## src/rtl/booth_seq_controller_if.sv

```systemverilog
// =============================================================================
// booth_seq_controller_if : handshake, Booth-bit and strobe bundle between the
// multiplier top level (master) and the Booth sequencer (slave).  Rev 1.0
// =============================================================================
`default_nettype none

interface booth_seq_controller_if #(
    parameter int CNT_W = 6
);
    logic             start_i;
    logic             ack_i;
    logic [2:0]       booth_bits_i;
    logic             clr_o;
    logic             load_o;
    logic             rwe_A;
    logic             rwe_M;
    logic             rwe_Q;
    logic             rwe_Qlessbit;
    logic             out_res_A_e;
    logic             out_res_Q_e;
    logic             op_en_o;
    logic             op_neg_o;
    logic             op_dbl_o;
    logic             shift2_o;
    logic             busy_o;
    logic             done_o;
    logic [CNT_W-1:0] iter_cnt_o;
    logic [2:0]       state_o;

    modport master (
        output start_i, ack_i, booth_bits_i,
        input  clr_o, load_o, rwe_A, rwe_M, rwe_Q, rwe_Qlessbit,
               out_res_A_e, out_res_Q_e, op_en_o, op_neg_o, op_dbl_o,
               shift2_o, busy_o, done_o, iter_cnt_o, state_o
    );

    modport slave (
        input  start_i, ack_i, booth_bits_i,
        output clr_o, load_o, rwe_A, rwe_M, rwe_Q, rwe_Qlessbit,
               out_res_A_e, out_res_Q_e, op_en_o, op_neg_o, op_dbl_o,
               shift2_o, busy_o, done_o, iter_cnt_o, state_o
    );
endinterface

`default_nettype wire

```

## src/rtl/booth_seq_controller.sv

```systemverilog
// =============================================================================
// booth_seq_controller : sequencer for the shift-add Booth mantissa multiplier.
// Define RADIX4_EN for modified-Booth radix-4 (WIDTH/2 iterations).  Rev 1.0
// =============================================================================
`default_nettype none

module booth_seq_controller #(
    parameter int WIDTH = 24
) (
    input  wire logic              clk,
    input  wire logic              reset,
    booth_seq_controller_if.slave  bus
);

    localparam int CNT_W = $clog2(WIDTH) + 1;
`ifdef RADIX4_EN
    localparam int N_ITER = WIDTH / 2;
`else
    localparam int N_ITER = WIDTH;
`endif
    localparam logic [CNT_W-1:0] LAST_CNT = CNT_W'(N_ITER - 1);

`ifdef RADIX4_EN
    if (WIDTH % 2 != 0) begin : g_odd_width_check
        $error("booth_seq_controller: WIDTH must be even for radix-4");
    end
`endif

    typedef enum logic [2:0] {
        IDLE = 3'b000,
        LOAD = 3'b001,
        ITER = 3'b010,
        DONE = 3'b011
    } state_t;

    typedef struct packed {
        logic clr;
        logic load;
        logic rwe_a;
        logic rwe_m;
        logic rwe_q;
        logic rwe_qless;
        logic res_a;
        logic res_q;
        logic busy;
        logic done;
        logic shift2;
    } strobe_t;

    state_t           state;
    logic [CNT_W-1:0] iter_cnt;
    strobe_t          strobes;
    logic             op_en;
    logic             op_neg;
    logic             op_dbl;

    function automatic state_t next_state(input state_t cur, input logic start,
                                          input logic ack, input logic [CNT_W-1:0] cnt);
        state_t nxt;
        case (cur)
            IDLE:    nxt = start ? LOAD : IDLE;
            LOAD:    nxt = ITER;
            ITER:    nxt = (cnt == '0) ? DONE : ITER;
            DONE:    nxt = ack ? IDLE : DONE;
            default: nxt = IDLE;
        endcase
        return nxt;
    endfunction

    // Strobes are registered against the state being entered, so they line up
    // with the state register without a decode stage after the flops.
    function automatic strobe_t strobes_for(input state_t s);
        strobe_t f;
        f = '0;
        case (s)
            IDLE: f.clr = 1'b1;
            LOAD: begin
                f.load  = 1'b1;
                f.rwe_m = 1'b1;
                f.rwe_q = 1'b1;
                f.busy  = 1'b1;
            end
            ITER: begin
                f.rwe_a     = 1'b1;
                f.rwe_q     = 1'b1;
                f.rwe_qless = 1'b1;
                f.busy      = 1'b1;
`ifdef RADIX4_EN
                f.shift2    = 1'b1;
`endif
            end
            DONE: begin
                f.res_a = 1'b1;
                f.res_q = 1'b1;
                f.busy  = 1'b1;
                f.done  = 1'b1;
            end
            default: f = '0;
        endcase
        return f;
    endfunction

    always_ff @(posedge clk or posedge reset) begin
        if (reset) begin
            state    <= IDLE;
            iter_cnt <= '0;
            strobes  <= strobes_for(IDLE);
        end else begin
            state   <= next_state(state, bus.start_i, bus.ack_i, iter_cnt);
            strobes <= strobes_for(next_state(state, bus.start_i, bus.ack_i, iter_cnt));
            if (state == LOAD) begin
                iter_cnt <= LAST_CNT;
            end else if ((state == ITER) && (iter_cnt != '0)) begin
                iter_cnt <= iter_cnt - 1'b1;
            end
        end
    end

    always_comb begin
        op_en  = 1'b0;
        op_neg = 1'b0;
        op_dbl = 1'b0;
        if (state == ITER) begin
`ifdef RADIX4_EN
            case (bus.booth_bits_i)
                3'b001, 3'b010: op_en = 1'b1;
                3'b011: begin
                    op_en  = 1'b1;
                    op_dbl = 1'b1;
                end
                3'b100: begin
                    op_en  = 1'b1;
                    op_dbl = 1'b1;
                    op_neg = 1'b1;
                end
                3'b101, 3'b110: begin
                    op_en  = 1'b1;
                    op_neg = 1'b1;
                end
                default: op_en = 1'b0;
            endcase
`else
            case (bus.booth_bits_i[1:0])
                2'b01: op_en = 1'b1;
                2'b10: begin
                    op_en  = 1'b1;
                    op_neg = 1'b1;
                end
                default: op_en = 1'b0;
            endcase
`endif
        end
    end

`ifndef RADIX4_EN
    logic unused_q1;
    assign unused_q1 = bus.booth_bits_i[2];
`endif

    assign bus.clr_o        = strobes.clr;
    assign bus.load_o       = strobes.load;
    assign bus.rwe_A        = strobes.rwe_a;
    assign bus.rwe_M        = strobes.rwe_m;
    assign bus.rwe_Q        = strobes.rwe_q;
    assign bus.rwe_Qlessbit = strobes.rwe_qless;
    assign bus.out_res_A_e  = strobes.res_a;
    assign bus.out_res_Q_e  = strobes.res_q;
    assign bus.busy_o       = strobes.busy;
    assign bus.done_o       = strobes.done;
    assign bus.shift2_o     = strobes.shift2;
    assign bus.op_en_o      = op_en;
    assign bus.op_neg_o     = op_neg;
    assign bus.op_dbl_o     = op_dbl;
    assign bus.iter_cnt_o   = iter_cnt;
    assign bus.state_o      = state;

endmodule

`default_nettype wire

```

## src/flat_wrapper.sv

```systemverilog
// flat-port wrapper written by rule: the top's interface ports become plain ports
module booth_seq_controller_flat 
#(
    parameter int WIDTH = 24
)
  (clk, reset, bus_start_i, bus_ack_i, bus_booth_bits_i, bus_clr_o, bus_load_o, bus_rwe_A, bus_rwe_M, bus_rwe_Q, bus_rwe_Qlessbit, bus_out_res_A_e, bus_out_res_Q_e, bus_op_en_o, bus_op_neg_o, bus_op_dbl_o, bus_shift2_o, bus_busy_o, bus_done_o, bus_iter_cnt_o, bus_state_o);
  booth_seq_controller_if #(.CNT_W(($clog2(WIDTH) + 1))) bus_i ();
  input  wire logic clk;
  input  wire logic reset;
  input wire logic [$bits(bus_i.start_i)-1:0] bus_start_i;
  input wire logic [$bits(bus_i.ack_i)-1:0] bus_ack_i;
  input wire logic [$bits(bus_i.booth_bits_i)-1:0] bus_booth_bits_i;
  output wire logic [$bits(bus_i.clr_o)-1:0] bus_clr_o;
  output wire logic [$bits(bus_i.load_o)-1:0] bus_load_o;
  output wire logic [$bits(bus_i.rwe_A)-1:0] bus_rwe_A;
  output wire logic [$bits(bus_i.rwe_M)-1:0] bus_rwe_M;
  output wire logic [$bits(bus_i.rwe_Q)-1:0] bus_rwe_Q;
  output wire logic [$bits(bus_i.rwe_Qlessbit)-1:0] bus_rwe_Qlessbit;
  output wire logic [$bits(bus_i.out_res_A_e)-1:0] bus_out_res_A_e;
  output wire logic [$bits(bus_i.out_res_Q_e)-1:0] bus_out_res_Q_e;
  output wire logic [$bits(bus_i.op_en_o)-1:0] bus_op_en_o;
  output wire logic [$bits(bus_i.op_neg_o)-1:0] bus_op_neg_o;
  output wire logic [$bits(bus_i.op_dbl_o)-1:0] bus_op_dbl_o;
  output wire logic [$bits(bus_i.shift2_o)-1:0] bus_shift2_o;
  output wire logic [$bits(bus_i.busy_o)-1:0] bus_busy_o;
  output wire logic [$bits(bus_i.done_o)-1:0] bus_done_o;
  output wire logic [$bits(bus_i.iter_cnt_o)-1:0] bus_iter_cnt_o;
  output wire logic [$bits(bus_i.state_o)-1:0] bus_state_o;
  assign bus_i.start_i = bus_start_i;
  assign bus_i.ack_i = bus_ack_i;
  assign bus_i.booth_bits_i = bus_booth_bits_i;
  assign bus_clr_o = bus_i.clr_o;
  assign bus_load_o = bus_i.load_o;
  assign bus_rwe_A = bus_i.rwe_A;
  assign bus_rwe_M = bus_i.rwe_M;
  assign bus_rwe_Q = bus_i.rwe_Q;
  assign bus_rwe_Qlessbit = bus_i.rwe_Qlessbit;
  assign bus_out_res_A_e = bus_i.out_res_A_e;
  assign bus_out_res_Q_e = bus_i.out_res_Q_e;
  assign bus_op_en_o = bus_i.op_en_o;
  assign bus_op_neg_o = bus_i.op_neg_o;
  assign bus_op_dbl_o = bus_i.op_dbl_o;
  assign bus_shift2_o = bus_i.shift2_o;
  assign bus_busy_o = bus_i.busy_o;
  assign bus_done_o = bus_i.done_o;
  assign bus_iter_cnt_o = bus_i.iter_cnt_o;
  assign bus_state_o = bus_i.state_o;
  booth_seq_controller #(.WIDTH(WIDTH)) u_core (.clk(clk), .reset(reset), .bus(bus_i));
endmodule
```

## config.mk

```make
export PLATFORM = sky130hd
export DESIGN_NAME = booth_seq_controller_flat
export DESIGN_NICKNAME = d
export VERILOG_FILES = /design/src/rtl/booth_seq_controller_if.sv /design/src/rtl/booth_seq_controller.sv /design/src/flat_wrapper.sv
export SDC_FILE = /design/constraint.sdc
export NUM_CORES = 1
export LEC_CHECK = 0
export ABC_AREA = 0
export BUFFER_PORTS_ARGS = -buffer_cell sky130_fd_sc_hd__buf_2
export CAP_MARGIN = 10
export CORE_UTILIZATION = 45
export DETAILED_ROUTE_END_ITERATION = 8
export GPL_ROUTABILITY_DRIVEN = 0
export PLACE_DENSITY_LB_ADDON = 0.2
export SKIP_LAST_GASP = 1
export SLEW_MARGIN = 20
export SYNTH_ARGS = -nofsm -noshare
export SYNTH_HDL_FRONTEND = slang
export SYNTH_SLANG_ARGS = --single-unit
```

## constraint.sdc

```tcl
create_clock -name clk -period 2 [get_ports clk]
set_input_delay 0.3 -clock clk [delete_from_list [all_inputs] [get_ports clk]]
set_output_delay 0.3 -clock clk [all_outputs]
set_load 0.01 [all_outputs]
```

Yosys cells after proc, flatten, opt, wreduce, memory -nomap -nowiden
Index checks and enable logic that the tools add are counted.
{ "totals": {"inputBits": 7, "regBits": 17, "word_cells": 45, "output_inout_bits": 23} }
{ "classes": {"muxes": 17, "n_reduce_logical": 9, "addsub": 1, "n_eq_ne": 8} }
{ "op_table": {"columns": ["op", "count"], "rows": [
  ["3-bit by 2-bit == test with 1-bit output, second input constant", 4],
  ["1-bit 2-to-1 mux", 12],
  ["6-bit 2-to-1 mux", 2],
  ["3-bit one-hot mux with 4 select lines", 1],
  ["3-bit by 1-bit == test with 1-bit output, second input constant", 2],
  ["3-bit logical NOT", 2],
  ["6-bit logical NOT", 1],
  ["6-bit nonzero test", 1],
  ["6-bit by 1-bit subtractor with 6-bit output, second input constant", 1],
  ["2-bit 2-to-1 mux", 2],
  ["2-bit OR reduction", 2],
  ["3-bit OR reduction", 1],
  ["2-bit by 1-bit == test with 1-bit output, second input constant", 1],
  ["2-bit == test, second input constant", 1],
  ["2-bit nonzero test", 1],
  ["1-bit logical AND", 1]
]} }

Longest topological paths before layout
Gate-level depths: netlist of the first run.
{ "depth": {"word_depth": 6, "mapped_depth": 7, "mapped_depth_nobuf": 7} }

Least setup slack after synthesis of the first run
No wires, ideal clock.
{ "synth_path": {"kind": "register -> register", "from": "reg u_core.iter_cnt[0] (netlist: u_core.bus.iter_cnt_o[0])", "to": "reg u_core.strobes, in the netlist u_core.bus.rwe_Q", "setup_slack_ns": 0.082, "t_arrival_ns": 1.792, "period_less_slack_ns": 1.918, "path_buffers": 0, "stages_incl_launch_ff": 7, "setup_ns": 0.126, "t_required_ns": 1.874, "cell_sequence": "dfrtp_1 inv_1 ha_1 or3b_4 nor3_1 a211oi_1 ha_1"} }
{ "synth_between": {"elab_chain_cells": 6, "elab_cells_between_ends": 7, "cone_classes": "eq/ne: 2; mux: 3; reduce/logical: 2"} }
{ "synth_lines": {"columns": ["element", "line", "source"], "rows": [
  ["start: declaration", "booth_seq_controller.sv:51", "logic [CNT_W-1:0] iter_cnt;"],
  ["start signal: assignment", "booth_seq_controller.sv:114", "iter_cnt <= iter_cnt - 1'b1;"],
  ["6-bit logical NOT (*)", "booth_seq_controller.sv:63", "ITER: nxt = (cnt == '0) ? DONE : ITER;"],
  ["1-bit 2-to-1 mux (*)", "booth_seq_controller.sv:63", null],
  ["3-bit one-hot mux with 4 select lines (*)", "booth_seq_controller.sv:60", "case (cur)"],
  ["3-bit by 1-bit == test with 1-bit output / 3-bit by 2-bit == test with 1-bit output (equally long branches)", "booth_seq_controller.sv:75", "case (s)"],
  ["2-bit OR reduction (no line) (*)", null, null],
  ["1-bit 2-to-1 mux (*)", "booth_seq_controller.sv:75", null],
  ["end signal: assignment", "booth_seq_controller.sv:107", "strobes <= strobes_for(IDLE);"],
  ["end signal: assignment", "booth_seq_controller.sv:110", "strobes <= strobes_for(next_state(state, bus.start_i, bus.ack_i, iter_cnt));"],
  ["end: declaration", "booth_seq_controller.sv:52", "strobe_t strobes;"]
]} }
Mark *: on every way between the ends. The rest lies on a longest branch, timed or not.
A chain may end at the register's enable or synchronous reset.

Worst setup path in the final report of the first run
{ "layout_path": {"from": "reg u_core.iter_cnt[1] (netlist: u_core.bus.iter_cnt_o[1])", "to": "reg u_core.strobes, in the netlist u_core.bus.rwe_Q"} }
The elaborated chain is that of the path after synthesis.

==> summary.txt, run 1 <==
Run status
  • Outcome: finished, violations left
  • Failing checks: DRC

Worst setup path
  • Req. time, crit path: 2.17 ns
  • Crit. Startpoint: u_core.bus.iter_cnt_o[1]$_DFFE_PP0P_
  • Critical Path, Cell by Cell: inv_1 > ha_1 > or3b_4 > nor3_2 > a211oi_1 > ha_1
  • Crit path depth: 6
  • Worst setup path class: reg2reg
  • Critical Path End Type: flip-flop
  • Worst Path Arrival: between 1.5 and 2 ns
  • CP most frequent cell: ha_1
  • FF-to-FF End: u_core.bus.rwe_Q$_DFF_PP0_
  • Worst Setup EP: u_core.bus.rwe_Q$_DFF_PP0_
  • Crit path launch type: flip-flop
  • CP top delay family: simple AND/OR/NAND/NOR gates
  • Worst R2R Start: u_core.bus.iter_cnt_o[1]$_DFFE_PP0P_
  • Reg2Reg Setup Slack: approximately 0.22 ns
  • Slowest-stage cell, CP: dfrtp_1
  • Worst reg2reg path depth: 6
  • Buf+Inv Stages, Crit Path: 1
  • CP peak stage delay: 0.41 ns
  • Maximum fanout along the worst path: 5

Synth
  • Synth Instances: 79
  • Synthesized flop and latch total: 14
  • Avg Inst Size Synth: 10.1 um^2
  • Synth cell types: 29
  • Synthesized area: between 700 and 800 um^2
  • Sequential fraction of the synthesis area: 44.2%
  • Yosys warns: 0

Power and ir drop
  • VDD IR max: between 0.0007 and 0.0008 V
  • PwrDens: 1470 mW/mm^2
  • Cell leakage power: 0.516 nW
  • Total Power: 1.42 mW

Finish
  • Ratio of cells with drive above 1 in the final layout: between 30% and 40%
  • # diodes: 0
  • Layout Nets: ~120
  • Area Growth Syn to Fin: 21.5%
  • Footprint of the multi-input gates: 370 um^2
  • Post-route cell area: 967 um^2
  • FF+latch area: about 350 um^2
  • Finished Layout Cells: 122
  • Fill count: about 140
  • Fin util: 61.3%

Route
  • Via/cell ratio: 5.25
  • Avg WL per Cell: 12.1 um
  • Routed wire length: about 1500 um
  • Final ANT Viol Nets: 0
  • DR pass1 iterations: 8
  • Initial drt markers: 21
  • DRC Markers: 2
  • Vias post-DR: 640

Floorplan
  • Row Count: 14
  • Core box area: between 0.0015 and 0.002 mm^2
  • Die area: 0.00194 mm^2
  • DIE HEIGHT: between 40 and 50 um
  • Die Span X: 44.1 um
  • Initial core utilization: 50.5%
  • Io pins: 30

Clocking
  • Post-CTS sizing: 0
  • Root Buffer: clkbuf_4
  • Clk Latency, worst-skew pair: roughly 0.28 ns
  • TritonCTS Sinks: 14
  • CTS Buffer Depth: 2
  • Clock-pin slew on the worst setup and hold paths: 0.09 ns
  • Post-CTS Setup Repair Bufs: 0
  • CTS buffer count: 3
  • Htree depth: 1
  • Hold_buf cts: 0
  • TritonCTS clock tree: yes

Timing
  • Worst slew margin: 65.0%
  • Achievable Freq: 561 MHz
  • Clock Skew: 0.00193 ns
  • Final Hold Fails: 0
  • Final setup vio count: 0
  • RSZ-0062 raised after global routing: false
  • Worst setup margin: 0.218 ns
  • Slew @ Worst Pin: 0.524 ns
  • TNS Setup: 0 ns
  • Final worst path period need: roughly 1.8 ns
  • Pins over their slew limit: 0
  • WHS: roughly 0.043 ns
  • Period utilization: 89.1%

Placed design
  • Placed cell count: approximately 120
  • DP Worst Slack: 0.115 ns
  • Area after DPL: roughly 930 um^2
  • Hpwl dp: 1110 um
  • Port bufs: 25

GRT
  • Largest net degree at the start of global routing: 15
  • First-pass GRT wire length: ~2500 um
  • Initial antenna violation count: 0
  • GRT Residual Overflow: 0
  • Vias in the first global route: approximately 600
  • GRT Overall Usage: 17.8%

Run
  • Max Cap Viol: 0

Min path
  • Min-delay worst type: in2async
==> registers in the layout, summed over array words and instances (netlist names) <==
register / count
u_core.bus.busy_o: 1
u_core.bus.iter_cnt_o: 6
u_core.bus.rwe_A: 1
u_core.bus.done_o: 1
u_core.bus.clr_o: 1
u_core.bus.state_o: 2
u_core.bus.load_o: 1
u_core.bus.rwe_Q: 1
==> layer usage <==
layer / track usage (%) / vias to the layer above / wire (um)
met2: 29.1 / 22 / 715
li1: - / 315 / -
met3: 6.12 / 2 / 67
met4: 7.27 / 0 / 17
met1: 21.4 / 301 / 675
met5: 0 / - / 0
==> cell usage in the layout, fill, tap and decap left out, drive strengths merged, types with 2 or more instances in the layout <==
master and n:
a211oi 2, a311oi 2, buf 30, clkbuf 4, conb 3, dfrtp 13, ha 7, inv 7
mux2i 2, nand2 5, nand3 2, nor2 6, nor2b 2, nor3 3, nor3b 3, o21ai 3
==> final cells by class <==
cell class / count / area share (%)
repair buffers: 30 / 16.8
inverters: 7 / 2.72
multi-input cells: 51 / 38.3
well taps: 16 / 2.07
clock buffers: 4 / 3.75
flip-flops and latches: 14 / 36.4
==> power breakdown <==
group	switching [mW]	total [mW]	leakage, nW	internal [mW]
Clock	0.0916	0.202	0.0210	0.111
Sequential	0.111	0.514	0.162	0.403
Combinational	0.385	0.705	0.333	0.320
Total	0.588	1.42	0.516	0.834
==> cells in the mapped netlist (all sizes together) <==
library cell	instances	area [um^2]
a211o	1	8.76
a211oi	2	15.0
a21o	1	7.51
a311oi	2	23.8
and2	1	6.26
buf	7	52.6
clkbuf	2	7.51
conb	1	3.75
dfrtp	13	325
dfstp	1	26.3
ha	7	87.6
inv	7	26.3
mux2i	2	20.0
nand2	5	18.8
nand2b	1	6.26
nand3	2	10.0
nand4b	1	8.76
nor2	6	22.5
nor2b	2	12.5
nor3	3	15.0
nor3b	3	22.5
o211ai	1	7.51
o21ai	3	15.0
o221ai	1	8.76
o311a	1	10.0
o311ai	1	8.76
or2b	1	7.51
or3b	1	11.3
==> kinds of logic (layout without fill, tap and decap cells) <==
family                   after synthesis  in the layout  share of synthesized area (%)
AND/OR/NAND/NOR                       26             26                           17.8
multiplexers                           2              2                           2.52
adder cells (fa/ha/maj)                7              7                           11.0
AO/OA/AOI/OAI                         13             13                           13.2
buffers and inverters                 16             41                           10.8
flip-flops                            14             14                           44.2
other                                  1              3                          0.471
==> worst register-to-register path, cell delays in order, from the launching register on <==
cell and delay [ns]:
dfrtp_1 0.41, inv_1 0.09, ha_1 0.16, or3b_4 0.41
nor3_2 0.15, a211oi_1 0.15, ha_1 0.32
==> worst min-delay path by stage <==
stage	slack, ns	from	to
6_report	0.04	reset	u_core.bus.iter_cnt_o[2]$_DFFE_PP0P_
5_1_grt	0.09	reset	u_core.bus.done_o$_DFF_PP0_
4_1_cts	0.06	reset	u_core.bus.state_o[0]$_DFF_PP0_
3_5_place_dp	0.37	reset	u_core.bus.state_o[0]$_DFF_PP0_
3_3_place_gp	0.36	reset	u_core.bus.iter_cnt_o[2]$_DFFE_PP0P_
2_1_floorplan	0.19	reset	u_core.bus.busy_o$_DFF_PP0_
Note: power is estimated with default switching activity, not from simulation.
==> run 2: changes to the inputs <==
Settings changed: CORE_UTILIZATION 45 to 33.
==> run 2 against run 1 <==
Against the previous run:
- the run now ends clean
- setup slack worse by 0.043 ns
- final cell count is 9.8% higher
- fmax shrank 2.3%
- non-clock buffer count unchanged
- register-to-register slack lost 0.04 ns
- clock-buffer cell count unchanged
- sequential share of layout area decreased by 0.56 points
- total power rose by 0.93%
==> summary.txt, run 2 (same netlist as run 1, synthesis figures left out) <==
Floorplan
  • Die Span X: 51.1 um (+16%)
  • Io pins: 30 (unchanged)
  • Die area: 0.00261 mm^2 (+35%)
  • DIE HEIGHT: 51.1 um (+16%)
  • Row Count: 17 (+3)
  • Core box area: 0.00223 mm^2 (+42%)
  • Initial core utilization: 35.6% (-15 points)

Timing
  • Period utilization: 91.2% (+2.1 points)
  • WHS: 0.0273 ns (-0.0153 ns)
  • Clock Skew: 0.00913 ns (+0.00720 ns)
  • Pins over their slew limit: 0 (unchanged)
  • RSZ-0062 raised after global routing: false
  • Achievable Freq: 548 MHz (-2.3%)
  • Final setup vio count: 0 (unchanged)
  • Slew @ Worst Pin: 0.529 ns (+0.00441 ns)
  • Final worst path period need: 1.82 ns (+0.0425 ns)
  • Final Hold Fails: 0 (unchanged)
  • Worst setup margin: 0.176 ns (-0.0425 ns)
  • Worst slew margin: 64.7% (-0.29 points)
  • TNS Setup: 0 ns (unchanged)

GRT
  • Initial antenna violation count: 0 (unchanged)
  • GRT Overall Usage: 13.4% (-4.4 points)
  • Vias in the first global route: 593 (+1.4%)
  • GRT Residual Overflow: 0 (unchanged)
  • Largest net degree at the start of global routing: 17 (+2)
  • First-pass GRT wire length: 2550 um (+2.8%)

Worst setup path
  • Critical Path End Type: flip-flop
  • Critical Path, Cell by Cell: inv_1 > ha_1 > or3b_4 > nor3_2 > a211oi_1 > ha_1
  • Maximum fanout along the worst path: 5 (unchanged)
  • Worst setup path class: reg2reg
  • CP peak stage delay: 0.42 ns (about the same)
  • Crit path launch type: flip-flop
  • Req. time, crit path: 2.17 ns (about the same)
  • Slowest-stage cell, CP: dfrtp_1
  • Worst Path Arrival: 2.00 ns (+0.05 ns)
  • CP most frequent cell: ha_1

Clocking
  • Clock-pin slew on the worst setup and hold paths: 0.09 ns (about the same)
  • Post-CTS Setup Repair Bufs: 0 (unchanged)
  • Root Buffer: clkbuf_4
  • Clk Latency, worst-skew pair: 0.29 ns (about the same)
  • CTS Buffer Depth: 2 (unchanged)
  • Hold_buf cts: 0 (unchanged)
  • TritonCTS clock tree: yes
  • Htree depth: 1 (unchanged)
  • CTS buffer count: 3 (unchanged)
  • TritonCTS Sinks: 14 (unchanged)

Finish
  • Area Growth Syn to Fin: 23.4%
  • Ratio of cells with drive above 1 in the final layout: 35.8% (unchanged)
  • Layout Nets: 121 (unchanged)
  • Post-route cell area: 982 um^2 (+1.6%)
  • Most common cell after layout, fill and taps aside: buf_2
  • Commonest non-fill, non-tap cells in the layout: 25 x buf_2, 13 x dfrtp_1, 7 x inv_1, 7 x ha_1, 6 x nor2_1
  • Fin util: 44.0% (-17 points)
  • Finished Layout Cells: 134 (+9.8%)
  • # diodes: 0 (unchanged)
  • Max reg flops: 6 (unchanged)

Placed design
  • DP Worst Slack: 0.101 ns (-0.0143 ns)
  • Port bufs: 25 (unchanged)
  • Area after DPL: 941 um^2 (+1.6%)
  • Placed cell count: 130 (+10%)
  • Hpwl dp: 1150 um (+3.5%)

Min path
  • Min-delay worst type: in2async

Run status
  • Outcome: complete, no violations

Power and ir drop
  • Cell leakage power: 0.516 nW (-0.11%)
  • VDD IR max: 0.000688 V (-7.1%)
  • Total Power: 1.43 mW (+0.93%)
  • PwrDens: 1460 mW/mm^2 (-0.61%)

Route
  • Via/cell ratio: 4.79 (-8.7%)
  • Vias post-DR: 642 (+0.31%)
  • Final ANT Viol Nets: 0 (unchanged)
  • Avg WL per Cell: 11.2 um (-7.5%)
  • DRC Markers: 0 (-2)
  • Routed wire length: 1500 um (+1.6%)
  • Initial drt markers: 12 (-43%)
  • DR pass1 iterations: 5 (-3)

Run
  • Max Cap Viol: 0 (unchanged)
-- run 2: cell counts in the layout (fill, tap and decap cells not counted) --
Identical to the previous run, type by type.
-- run 2: repair_timing --
item                                    in CTS  in global routing
endpoints found under the setup margin       0                  3
endpoints found under the hold margin        0                  0
resized for setup                            0                  1
-- run 2: power by group --
part           switching (mW)  internal [mW]
clock network          0.0996          0.111
logic                   0.371          0.326
registers               0.125          0.403
-- run 2: layout make-up --
| class | instances | area (um^2) |
|---|---|---|
| Sequential cell | 14 | 352 |
| Multi-Input combinational cell | 51 | 370 |
| Timing Repair Buffer | 30 | 163 |
| Clock buffer | 4 | 36.3 |
| Fill cell | 229 | 1250 |
| Inverter | 7 | 26.3 |
| Tap cell | 28 | 35.0 |
-- run 2: worst max-delay path: cells and delay by family, from the launching register on --
family                   cells  cell delay, ns
AO/OA/AOI/OAI                1            0.16
buffers and inverters        1            0.09
AND/OR/NAND/NOR              2            0.57
adder cells (fa/ha/maj)      2            0.47
flip-flops                   1            0.42
-- run 2: final timing paths --
check                           cells after the start                              endpoint  slack (ns)                            startpoint
min in group clk                                    3       u_core.bus.state_o[0]$_DFF_PP0_        0.49                             bus_ack_i
worst max-delay path                                6            u_core.bus.rwe_Q$_DFF_PP0_        0.18  u_core.bus.iter_cnt_o[1]$_DFFE_PP0P_
worst min register to register                      1  u_core.bus.iter_cnt_o[3]$_DFFE_PP0P_        0.57  u_core.bus.iter_cnt_o[3]$_DFFE_PP0P_
worst min-delay path                                2  u_core.bus.iter_cnt_o[2]$_DFFE_PP0P_        0.03                                 reset
max in group asynchronous                           2            u_core.bus.clr_o$_DFF_PP1_        1.60                                 reset
worst max register to register                      6            u_core.bus.rwe_Q$_DFF_PP0_        0.18  u_core.bus.iter_cnt_o[1]$_DFFE_PP0P_
-- run 2: layer usage --
metal	global-route usage, %	share of wire [%]
met5	0	0
met4	8.33	1.9
met3	2.68	4.7
met2	21.5	49
met1	16.3	45
